**config.mk**
```make
export PLATFORM = sky130hd
export DESIGN_NAME = toycpu_regfile
export DESIGN_NICKNAME = d
export VERILOG_FILES = /design/src/rtl/toycpu_regfile.sv
export SDC_FILE = /design/constraint.sdc
export NUM_CORES = 1
export LEC_CHECK = 0
export ABC_AREA = 1
export CAP_MARGIN = 20
export CORE_UTILIZATION = 53
export CTS_BUF_LIST = sky130_fd_sc_hd__clkbuf_2 sky130_fd_sc_hd__clkbuf_4 sky130_fd_sc_hd__clkbuf_8
export CTS_CLUSTER_SIZE = 20
export DETAILED_ROUTE_END_ITERATION = 8
export PLACE_DENSITY = 0.88
export REMOVE_ABC_BUFFERS = 1
export SYNTH_ARGS = -nofsm -noshare
export SYNTH_HDL_FRONTEND = slang
export SYNTH_SLANG_ARGS = --single-unit
```
**constraint.sdc**
```tcl
create_clock -name clk -period 3 [get_ports clk]
set_input_delay 0.6 -clock clk [delete_from_list [all_inputs] [get_ports clk]]
set_output_delay 0.6 -clock clk [all_outputs]
set_load 0.005 [all_outputs]
```
**src/rtl/toycpu_regfile.sv**
```systemverilog
// toycpu_regfile: parameterised register file with two read ports, one write
// port, optional write-to-read bypass, optional hardwired-zero R0, a
// registered carry/zero flag pair and a handshaked register dump port.
//
// Dump FSM states:
//   state | meaning
//   IDLE  | no dump in progress, dump_valid low, waiting for dump_start
//   DUMP  | presenting register dump_idx, advancing on each accepted beat
module toycpu_regfile #(
    parameter int DATA_W  = 16,
    parameter int NREGS   = 4,
    parameter bit BYPASS  = 1'b0,
    parameter bit ZERO_R0 = 1'b0,
    localparam int AW     = $clog2(NREGS)
) (
    input  logic              clk,
    input  logic              rst,
    input  logic [AW-1:0]     raddr1,
    input  logic [AW-1:0]     raddr2,
    output logic [DATA_W-1:0] rdata1,
    output logic [DATA_W-1:0] rdata2,
    input  logic              we,
    input  logic [AW-1:0]     waddr,
    input  logic [DATA_W-1:0] wdata,
    input  logic              flag_we,
    input  logic              c_in,
    output logic              cFlag,
    output logic              zFlag,
    input  logic              dump_start,
    output logic              dump_valid,
    input  logic              dump_ready,
    output logic [AW-1:0]     dump_idx,
    output logic [DATA_W-1:0] dump_data,
    output logic              dump_last,
    output logic              busy
);

    localparam logic [AW-1:0] LAST_IDX = AW'(NREGS - 1);

    typedef enum logic {
        IDLE,
        DUMP
    } state_t;

    logic [DATA_W-1:0] regs [NREGS];
    logic              wr_en;
    state_t            state_q, state_d;
    logic [AW-1:0]     idx_q, idx_d;

    // Writes to R0 are dropped when it is hardwired to zero.
    assign wr_en = we && !(ZERO_R0 && (waddr == '0));

    // Register storage; reset clears every entry.
    always_ff @(posedge clk) begin
        if (rst) begin
            for (int i = 0; i < NREGS; i++) begin
                regs[i] <= '0;
            end
        end else if (wr_en) begin
            regs[waddr] <= wdata;
        end
    end

    // Read port 1: stored value, optional bypass, zero override for R0 last.
    always_comb begin
        rdata1 = regs[raddr1];
        if (BYPASS && we && (raddr1 == waddr)) rdata1 = wdata;
        if (ZERO_R0 && (raddr1 == '0)) rdata1 = '0;
    end

    // Read port 2: same selection as port 1.
    always_comb begin
        rdata2 = regs[raddr2];
        if (BYPASS && we && (raddr2 == waddr)) rdata2 = wdata;
        if (ZERO_R0 && (raddr2 == '0)) rdata2 = '0;
    end

    // Flags: Z is taken from wdata even when no register write happens.
    always_ff @(posedge clk) begin
        if (rst) begin
            cFlag <= 1'b0;
            zFlag <= 1'b0;
        end else if (flag_we) begin
            cFlag <= c_in;
            zFlag <= (wdata == '0);
        end
    end

    // Dump FSM state and beat index registers.
    always_ff @(posedge clk) begin
        if (rst) begin
            state_q <= IDLE;
            idx_q   <= '0;
        end else begin
            state_q <= state_d;
            idx_q   <= idx_d;
        end
    end

    // Dump FSM next state and handshake outputs.
    always_comb begin
        state_d    = state_q;
        idx_d      = idx_q;
        busy       = 1'b0;
        dump_valid = 1'b0;
        dump_last  = 1'b0;
        case (state_q)
            IDLE: begin
                if (dump_start) begin
                    state_d = DUMP;
                    idx_d   = '0;
                end
            end
            DUMP: begin
                busy       = 1'b1;
                dump_valid = 1'b1;
                dump_last  = (idx_q == LAST_IDX);
                if (dump_ready) begin
                    if (dump_last) begin
                        state_d = IDLE;
                        idx_d   = '0;
                    end else begin
                        idx_d = idx_q + 1'b1;
                    end
                end
            end
            default: begin
                state_d = IDLE;
                idx_d   = '0;
            end
        endcase
    end

    assign dump_idx = idx_q;

    // Dump data is live storage with no bypass, so a stalled beat tracks writes.
    always_comb begin
        dump_data = regs[idx_q];
        if (ZERO_R0 && (idx_q == '0)) dump_data = '0;
    end

endmodule

```
==> metrics.md, run 1 <==
| Metric | Value |
|---|---|
| Ys Warns | `0` |
| Die Area | `7880 um^2` |
| Cells after Synth | `476` |
| Slowest CP cell | `clkdlybuf4s50_1` |
| Max Clk Rate | `341 MHz` |
| Syn Std Cell Area | `3990 um^2` |
| Initial antenna violation count | `0` |
| Fin crit period | `2940 ps` |
| Die W | `88.8 um` |
| Static Leak | `1.97 nW` |
| Vias in the first global route | `4003` |
| Routed wire per std cell | `18.4 um` |
| WHS Path Cells | `2` |
| Flops & latches, synth | `71` |
| Initial Utilization | `0.550` |
| Critical path capture point type | `output pin` |
| Mean post-synth cell area | `8.38 um^2` |
| Power density cells | `485 nW/um^2` |
| Final Cycle Share | `0.979` |
| CP Launch Type | `primary input` |
| # Post-CTS Setup Buffers | `0` |
| DP Cell Count | `653` |
| Ports | `84` |
| Slew Limit Headroom | `0.621` |
| Post-DRT Antenna Nets | `0` |
| First-pass GRT wire length | `19100 um` |
| CP Cell Sequence | `clkdlybuf4s50_1, buf_4, o21ai_0, o22ai_1, clkdlybuf4s50_1` |
| Status | `complete, no violations` |
| Final wirelength | `12300 um` |
| Fillers | `546` |
| Area grow syn2layout | `31.0%` |
| Sink Count | `71` |
| H-tree levels | `3` |
| Clock transition at path regs | `80 ps` |
| Non-filler cells in the finished layout | `669` |
| Latest clock arrival within the worst-skew pair | `350 ps` |
| Maximum VDD drop | `0.390 mV` |
| IO Port Bufs | `83` |
| CP Class | `in2out` |
| Hold Path Class | `reg2reg` |
| CTS Buf Count | `9` |
| Die H | `88.8 um` |
| Setup violations, final | `0` |
| Ant. Diodes | `0` |
| DRC | `0` |
| CP Data Required Time | `2400 ps` |
| Max-cap violations | `0` |
| DR vias | `4126` |
| CTS tree | `yes` |
| Final hold violations | `0` |
| GP Congestion | `0.896` |
| Hold buffers post-CTS | `0` |
| Post-cts resize count | `0` |
| Crit path top cell by count | `clkdlybuf4s50_1` |
| Largest net degree at the start of global routing | `35` |
| Share of layout cells above drive strength 1 | `0.121` |
| DRT iter0 DRCs | `570` |
| Crit Path Max Fanout | `16` |
| Sequential area share after synthesis | `0.517` |
| Core box area | `7250 um^2` |
| Clock buffer depth | `2` |
| Skew final | `1.62 ps` |
| Root buffer cell | `clkbuf_8` |
| R2r worst-path depth | `5` |
| Critical path's largest stage delay | `570 ps` |
| Vias per cell | `6.17` |
| Site Rows | `31` |
| Synth cell types | `21` |
| Drt first pass iters | `8` |
| GRT Overall Usage | `0.326` |
| Crit path DAT | `2340 ps` |
| Worst-margin pin slew | `569 ps` |
| Grt total ovfl | `0` |
| RSZ-0062 raised after global routing | `no` |
| Final TNS setup | `0 ps` |
| Nets@finish | `595` |
| Final slew viol count | `0` |
| Dpl hpwl | `8090 um` |
| Layout Utilization | `0.721` |
==> metal layers <==
| metal | part of all wire | GRT usage | wire length, um |
|---|---|---|---|
| met1 | 0.36 | 0.378 | 4390 |
| met5 | 0 | 0 | 0 |
| met3 | 0.11 | 0.0690 | 1330 |
| met4 | 0.038 | 0.186 | 466 |
| met2 | 0.50 | 0.562 | 6140 |
==> cells by family after synthesis <==
logic type / after synthesis / synth area share
buf+inv: 60 / 0.0662
flops: 71 / 0.517
simple gates: 190 / 0.206
fa+ha+maj: 1 / 0.00314
compound gates: 154 / 0.208
==> per-stage QoR <==
stage / setup WS, ps / area [um^2] / hold WS (ps) / power (W)
6_report: 63.5 / 5230 / 518 / 0.00254
5_1_grt: 2.84 / 5230 / 548 / 0.00262
3_5_place_dp: 104 / 5010 / 501 / 0.00174
2_1_floorplan: 448 / 3830 / 478 / 0.00142
3_3_place_gp: 160 / 5010 / 497 / 0.00172
4_1_cts: 96.7 / 5220 / 519 / 0.00252
==> final cells by class <==
| cell class | instances | area (um^2) | area share |
|---|---|---|---|
| Sequential cell | 71 | 2060 | 0.394 |
| Multi-Input combinational cell | 345 | 1660 | 0.318 |
| Timing Repair Buffer | 109 | 1060 | 0.203 |
| Clock buffer | 11 | 151 | 0.0290 |
| Tap cell | 99 | 124 | 0.0237 |
| Inverter | 29 | 109 | 0.0208 |
| Clock inverter | 5 | 55.1 | 0.0105 |
==> registers in the layout, summed over array words and instances, names as in the netlist, named ones only <==
signal and count:
cFlag 1, dump_idx 2, regs 64, state_q 1, zFlag 1
==> worst max-delay path: cells and delay by family <==
kind | cells | cell delay (ps)
buffers and inverters | 3 | 1380
AO/OA/AOI/OAI | 2 | 350
==> report_power, final <==
group | total, W | internal, W | switching (W)
clock network | 0.000796 | 0.000429 | 0.000368
logic | 0.000530 | 0.000262 | 0.000267
registers | 0.00121 | 0.00115 | 0.0000563
total | 0.00254 | 0.00185 | 0.000692
==> worst paths after layout <==
kind	from	slack [ps]	to
worst min-delay path	dump_idx[1]$_SDFFE_PP0P_	520	dump_idx[1]$_SDFFE_PP0P_
worst max register to register	state_q$_SDFF_PP0_	2030	flip-flop
worst max-delay path	raddr1[0]	60	rdata1[4]
worst min register to register	dump_idx[1]$_SDFFE_PP0P_	520	dump_idx[1]$_SDFFE_PP0P_
==> Yosys cell counts (all sizes together) <==
cell type	n	area share
dfxtp	7	0.035
nor2	157	0.16
nor3	16	0.020
buf	13	0.022
nand3	1	0.0013
a21oi	5	0.0063
clkbuf	18	0.017
edfxtp	64	0.48
o21ai	101	0.13
nand2	16	0.021
o22ai	48	0.075
ha	1	0.0031
inv	29	0.027
==> cell usage in the layout (no fill, tap or decap), drive strengths merged, types with 3 or more instances in the layout <==
cell type / synthesis / layout
o21ai: 101 / 101
nor3: 16 / 16
buf: 13 / 26
inv: 29 / 30
clkbuf: 18 / 11
clkdlybuf4s50: 0 / 83
a21oi: 5 / 5
nor2: 157 / 157
nand2: 16 / 16
dfxtp: 7 / 7
edfxtp: 64 / 64
o22ai: 48 / 48
clkinv: 0 / 3
Note: power is estimated with default switching activity, not from simulation.
==> run 2: changes to the inputs <==
--- a/config.mk
+++ b/config.mk
@@ -5,13 +5,12 @@
 export SDC_FILE = /design/constraint.sdc
 export NUM_CORES = 1
 export LEC_CHECK = 0
-export ABC_AREA = 1
 export CAP_MARGIN = 20
-export CORE_UTILIZATION = 53
+export CORE_UTILIZATION = 30
 export CTS_BUF_LIST = sky130_fd_sc_hd__clkbuf_2 sky130_fd_sc_hd__clkbuf_4 sky130_fd_sc_hd__clkbuf_8
 export CTS_CLUSTER_SIZE = 20
 export DETAILED_ROUTE_END_ITERATION = 8
-export PLACE_DENSITY = 0.88
+export PLACE_DENSITY = 0.57
 export REMOVE_ABC_BUFFERS = 1
 export SYNTH_ARGS = -nofsm -noshare
 export SYNTH_HDL_FRONTEND = slang
==> run 2 against run 1 <==
  * Flip-flop and latch count unchanged
  * Count of clock-buffer cells in the layout down 2
  * Fmax up 0.11%
  * Worst setup slack better by 3.1 ps
  * Wire length down 22%
  * Final cell count down 27%
  * Clock power up 14%
  * Synthesized area down 0.63%
  * Non-clock buffer count down 18
==> metrics.md, run 2 <==
| Metric | Value |
|---|---|
| Clock buffer depth | `2` |
| Slowest CP cell | `mux4_2` |
| Hold buffers post-CTS | `0` |
| Main synth FF type | `edfxtp_1` |
| Area after DPL | `4940 um^2` |
| Final TNS setup | `0 ps` |
| IO Port Bufs | `83` |
| # Post-CTS Setup Buffers | `0` |
| Largest family of logic cells by synthesized area | `multiplexers` |
| Clock transition at path regs | `70 ps` |
| Commonest non-fill, non-tap cell in the layout | `clkdlybuf4s50_1` |
| Final slew viol count | `0` |
| Syn Std Cell Area | `3970 um^2` |
| Setup violations, final | `0` |
| Area grow syn2layout | `30.5%` |
| DP Worst Slack | `57.7 ps` |
| Critical path capture point type | `output pin` |
| Drt first pass iters | `4` |
| Die H | `117 um` |
| EDFF count, synth | `64` |
| Most area-hungry cell type in the Yosys netlist | `edfxtp_1` |
| Most frequent cells in the layout | `83 x clkdlybuf4s50_1, 64 x edfxtp_1, 54 x and2_1` |
| Hold Path Class | `reg2reg` |
| Count leader, synth | `edfxtp_1` |
| Post-DRT Antenna Nets | `0` |
| GRT Overall Usage | `0.153` |
| Adder-cell share of the synthesized area | `0.00316` |
| Maximum VDD drop | `0.238 mV` |
| H-tree levels | `3` |
| DR vias | `2361` |
| Design area | `5180 um^2` |
| Skew final | `0.242 ps` |
| Area share of and/or/nand/nor cells after synthesis | `0.141` |
| Hold WS | `505 ps` |
| Ant. Diodes | `0` |
| Largest net degree at the start of global routing | `18` |
| RSZ-0062 raised after global routing | `no` |
| CP Cell Sequence | `clkdlybuf4s50_1, buf_12, mux4_2, clkdlybuf4s50_1` |
| Mean post-synth cell area | `17.2 um^2` |
| Die W | `117 um` |
| Vias per cell | `4.81` |
| Routed wire per std cell | `19.7 um` |
| CP Class | `in2out` |
| Sequential area share after synthesis | `0.520` |
| Synth top area cells | `edfxtp_1 48%, mux4_2 27%, and2_1 8.5%, dfxtp_1 3.5%, and2_2 2.1%` |
| Ports | `84` |
| Max Clk Rate | `341 MHz` |
| CTS tree | `yes` |
| Synth cell types | `28` |
| Setup ws final | `66.6 ps` |
| Largest Register | `regs` |
| Share of layout cells above drive strength 1 | `0.282` |
| Post-Synth XOR/XNOR Area | `0` |
| Initial antenna violation count | `0` |
| Flops & latches, synth | `71` |
| Sink Count | `71` |
| Post-cts resize count | `0` |
| Ys Warns | `0` |
| Pwr Total | `0.00259 W` |
| Max-cap violations | `0` |
| Nets@finish | `344` |
| CTS Buf Count | `9` |
| Top cells by count, synth | `64 x edfxtp_1, 54 x and2_1, 48 x mux4_2` |
| Post-synthesis mux area share | `0.278` |
| Async set-reset flop share out of synthesis | `0` |
| Core box area | `12800 um^2` |
| Static Leak | `1.75 nW` |
| Crit Path Max Fanout | `16` |
| Root buffer cell | `clkbuf_8` |
| Initial Utilization | `0.310` |
| Crit path top cell by count | `clkdlybuf4s50_1` |
| Crit path DAT | `2330 ps` |
| DRT iter0 DRCs | `114` |
| Cells after Synth | `230` |
| First-pass GRT wire length | `14900 um` |
| Latest clock arrival within the worst-skew pair | `340 ps` |
| Critical path's largest stage delay | `520 ps` |
| Worst-margin pin slew | `558 ps` |
| Compound-Gate Fraction of Synth Area | `0.0120` |
| Fillers | `1185` |
| Final Cycle Share | `0.978` |
| Final hold violations | `0` |
| Grt total ovfl | `0` |
| Final wirelength | `9660 um` |
| CP Data Required Time | `2400 ps` |
| CP Launch Type | `primary input` |
| Power density cells | `500 nW/um^2` |
| GP Congestion | `0.714` |
| DRC | `0` |
| Post-synth top area share | `0.485` |
| Vias in the first global route | `2577` |
| Die Area | `13700 um^2` |
| Largest register FFs | `64` |
| Site Rows | `41` |
| Status | `complete, no violations` |
| Slew Limit Headroom | `0.628` |
| Fin crit period | `2930 ps` |
[run 2: critical path: cells and delay by family]
family	cells	cell delay (ps)
buffers and inverters	3	1190
multiplexers	1	520
[run 2: power breakdown]
| group | internal (W) | switching [W] |
|---|---|---|
| sequential | 0.00115 | 0.0000503 |
| clock | 0.000547 | 0.000361 |
| combinational | 0.000306 | 0.000166 |
[run 2: path summary, 6_finish.rpt]
| path | slack [ps] | cells after the start | end | startpoint |
|---|---|---|---|---|
| setup / recovery | 70 | 4 | rdata2[2] | raddr2[0] |
| hold / removal | 510 | 2 | cFlag$_SDFFE_PP0P_ | cFlag$_SDFFE_PP0P_ |
| setup reg to reg | 1970 | 3 | flip-flop | dump_idx[0]$_SDFFE_PP0P_ |
| hold reg to reg | 510 | 2 | cFlag$_SDFFE_PP0P_ | cFlag$_SDFFE_PP0P_ |
[run 2: cell type report]
| class | count | area [um^2] | area share |
|---|---|---|---|
| multi-input combinational | 140 | 1720 | 0.332 |
| clock inverter | 7 | 111 | 0.0215 |
| timing repair buffer | 91 | 941 | 0.182 |
| tap | 172 | 215 | 0.0416 |
| clock buffer | 9 | 124 | 0.0239 |
| sequential | 71 | 2060 | 0.398 |
| inverter | 1 | 3.75 | 0.000725 |
[run 2: routing by layer]
layer  share of wire  vias to the layer above  track usage
met5               0                        -            0
met4           0.010                        0       0.0456
met3           0.039                       10       0.0252
met2            0.50                       67        0.263
met1            0.45                     1200        0.200
li1                -                     1084            -
[run 2: logic make-up (layout without fill, tap and decap cells)]
| logic type | Yosys count | after routing |
|---|---|---|
| compound gates | 6 | 6 |
| buf+inv | 19 | 108 |
| mux | 50 | 50 |
| flops | 71 | 71 |
| fa+ha+maj | 1 | 1 |
| simple gates | 83 | 83 |
[run 2: metrics by stage]
| step | utilization | instances |
|---|---|---|
| floorplan | - | 212 |
| global placement | 0.387 | 475 |
| detailed placement | 0.387 | 475 |
| CTS | 0.405 | 491 |
| global route | 0.405 | 491 |
| finish | 0.405 | 491 |
==> run 3: changes to the inputs <==
--- a/config.mk
+++ b/config.mk
@@ -6,12 +6,11 @@
 export NUM_CORES = 1
 export LEC_CHECK = 0
 export CAP_MARGIN = 20
-export CORE_UTILIZATION = 30
+export CORE_UTILIZATION = 25
 export CTS_BUF_LIST = sky130_fd_sc_hd__clkbuf_2 sky130_fd_sc_hd__clkbuf_4 sky130_fd_sc_hd__clkbuf_8
 export CTS_CLUSTER_SIZE = 20
 export DETAILED_ROUTE_END_ITERATION = 8
-export PLACE_DENSITY = 0.57
-export REMOVE_ABC_BUFFERS = 1
+export PLACE_DENSITY = 0.5
 export SYNTH_ARGS = -nofsm -noshare
 export SYNTH_HDL_FRONTEND = slang
 export SYNTH_SLANG_ARGS = --single-unit
==> run 3 against run 2 <==
  * Wire length up 8.5%
  * Utilization down 6.6 points
  * Sequential power about the same
  * Via count up 0.76%
  * Total power down 11%
  * Clock power down 33%
  * First-iteration DRC count up 68%
  * Worst setup slack better by 200 ps
  * Register-to-register slack about the same
  * Combinational power up 4%
  * Critical path type unchanged
  * Critical endpoint is now rdata2[12]
  * Largest cell class unchanged
  * Largest power group unchanged
  * Highest routed layer unchanged
==> metrics.md, run 3 (same netlist as run 2, synthesis figures left out) <==
| Metric | Value |
|---|---|
| Clock transition at path regs | `70 ps` |
| Reg power frac | `0.522` |
| Static Leak | `1.75 nW` |
| Crit path DAT | `2130 ps` |
| CP Launch Type | `primary input` |
| Dpl hpwl | `6840 um` |
| Initial antenna violation count | `0` |
| CP Data Required Time | `2400 ps` |
| Area grow syn2layout | `30.9%` |
| Max Clk Rate | `366 MHz` |
| Largest Register | `regs` |
| RSZ-0062 raised after global routing | `no` |
| Die W | `128 um` |
| # Post-CTS Setup Buffers | `0` |
| Pwr Total | `0.00230 W` |
| Site Rows | `45` |
| Syn Nets | `260` |
| Status | `complete, no violations` |
| Die Area | `16400 um^2` |
| IO Port Bufs | `83` |
| Crit Path Max Fanout | `16` |
| GRT met3 Usage | `0.0154` |
| Largest register FFs | `64` |
| Switching power total | `0.000546 W` |
| WHS Path Cells | `2` |
| Most Crowded Layer GR | `met2` |
| Skew final | `0.330 ps` |
| Max-cap violations | `0` |
| Power density cells | `444 nW/um^2` |
| Final TNS setup | `0 ps` |
| R2r worst-path depth | `3` |
| Net Sw Frac | `0.237` |
| Maximum VDD drop | `0.154 mV` |
| Post-DRT Antenna Nets | `0` |
| CP Class | `in2out` |
| CTS tree | `yes` |
| Most frequent cells in the layout | `81 x clkdlybuf4s50_1, 64 x edfxtp_1, 54 x and2_1` |
| Ports | `84` |
| Fin crit period | `2730 ps` |
| Setup violations, final | `0` |
| Critical path capture point type | `output pin` |
| Final slew viol count | `0` |
| First-pass GRT wire length | `15100 um` |
| DRT iter0 DRCs | `191` |
| DR vias | `2379` |
| Nets@finish | `346` |
| Final hold violations | `0` |
| Met2 Use GR | `0.238` |
| Final Cycle Share | `0.910` |
| Part of the power in the clock network | `0.264` |
| Drt first pass iters | `4` |
| Core box area | `15300 um^2` |
| Routed wire per std cell | `19.8 um` |
| Root buffer cell | `clkbuf_8` |
| Grt met1 use | `0.150` |
| Largest net degree at the start of global routing | `18` |
| Layout Utilization | `0.339` |
| Fillers | `1515` |
| Final wirelength | `10500 um` |
| DRC | `0` |
| H-tree levels | `3` |
| Sink Count | `71` |
| Clock buffer depth | `2` |
| Worst-margin pin slew | `592 ps` |
| Commonest non-fill, non-tap cell in the layout | `clkdlybuf4s50_1` |
| Vias per cell | `4.50` |
| Grt total ovfl | `0` |
| Ant. Diodes | `0` |
| Initial Utilization | `0.259` |
| Pint | `0.00176 W` |
| Share of layout cells above drive strength 1 | `0.283` |
| Slew Limit Headroom | `0.606` |
| CTS Buf Count | `9` |
| Vias in the first global route | `2502` |
| Comb power frac | `0.213` |
| GP Congestion | `0.699` |
| Hold Path Class | `reg2reg` |
| Latest clock arrival within the worst-skew pair | `330 ps` |
| Die H | `128 um` |
| GRT Overall Usage | `0.130` |
-- run 3: cell count changes in the layout (fill, tap and decap cells not counted) --
cell             before  now
clkinv_4              1    0
dlymetal6s2s_1        0    2
clkdlybuf4s50_1      83   81
bufinv_16             3    0
clkbuf_4              0    1
clkinv_1              2    1
clkbuf_16             0    2
clkinv_2              1    2
-- run 3: what timing repair did --
action                                  CTS  global route
hold buffers                              0             0
endpoints found under the setup margin    0             2
resized for setup                         0             2
-- run 3: power groups by stage --
stage / Clock (W) / Sequential, W / Combinational [W]
floorplan: 0 / 0.00121 / 0.000231
global placement: 0 / 0.00122 / 0.000489
detailed placement: 0 / 0.00122 / 0.000492
CTS: 0.000629 / 0.00120 / 0.000493
global route: 0.000668 / 0.00121 / 0.000522
finish: 0.000609 / 0.00120 / 0.000492
-- run 3: per-stage QoR --
stage	worst slack (ps)	hold slack, ps	area, um^2	cells
final	269	512	5190	529
after global routing	232	538	5190	529
after CTS	16.1	517	5130	527
after detailed placement	16.1	498	4990	514
after global placement	34.8	484	4990	514
after floorplan	1030	481	3970	230
-- run 3: routing by layer --
metal	vias up	wire length, um	part of all wire
met5	-	0	0
met4	0	191	0.018
met3	14	443	0.042
met2	64	5840	0.56
met1	1214	4000	0.38
li1	1087	-	-
-- run 3: worst max-delay path, cell delays in order --
cell,delay (ps)
clkdlybuf4s50_1,510
buf_12,190
mux4_2,360
clkdlybuf4s50_1,470
-- run 3: final timing paths --
path	startpoint	to	slack (ps)
max	raddr2[1]	rdata2[12]	270
min	cFlag$_SDFFE_PP0P_	cFlag$_SDFFE_PP0P_	510
max reg2reg	state_q$_SDFF_PP0_	dump_idx[0]$_SDFFE_PP0P_	1960
min reg2reg	cFlag$_SDFFE_PP0P_	cFlag$_SDFFE_PP0P_	510
-- run 3: layout make-up --
| type | count | area, um^2 | area share |
|---|---|---|---|
| Tap cell | 211 | 264 | 0.0509 |
| Clock buffer | 10 | 131 | 0.0253 |
| Clock inverter | 3 | 13.8 | 0.00265 |
| Inverter | 1 | 3.75 | 0.000723 |
| Sequential cell | 71 | 2060 | 0.397 |
| Multi-Input combinational cell | 140 | 1720 | 0.331 |
| Timing Repair Buffer | 93 | 996 | 0.192 |
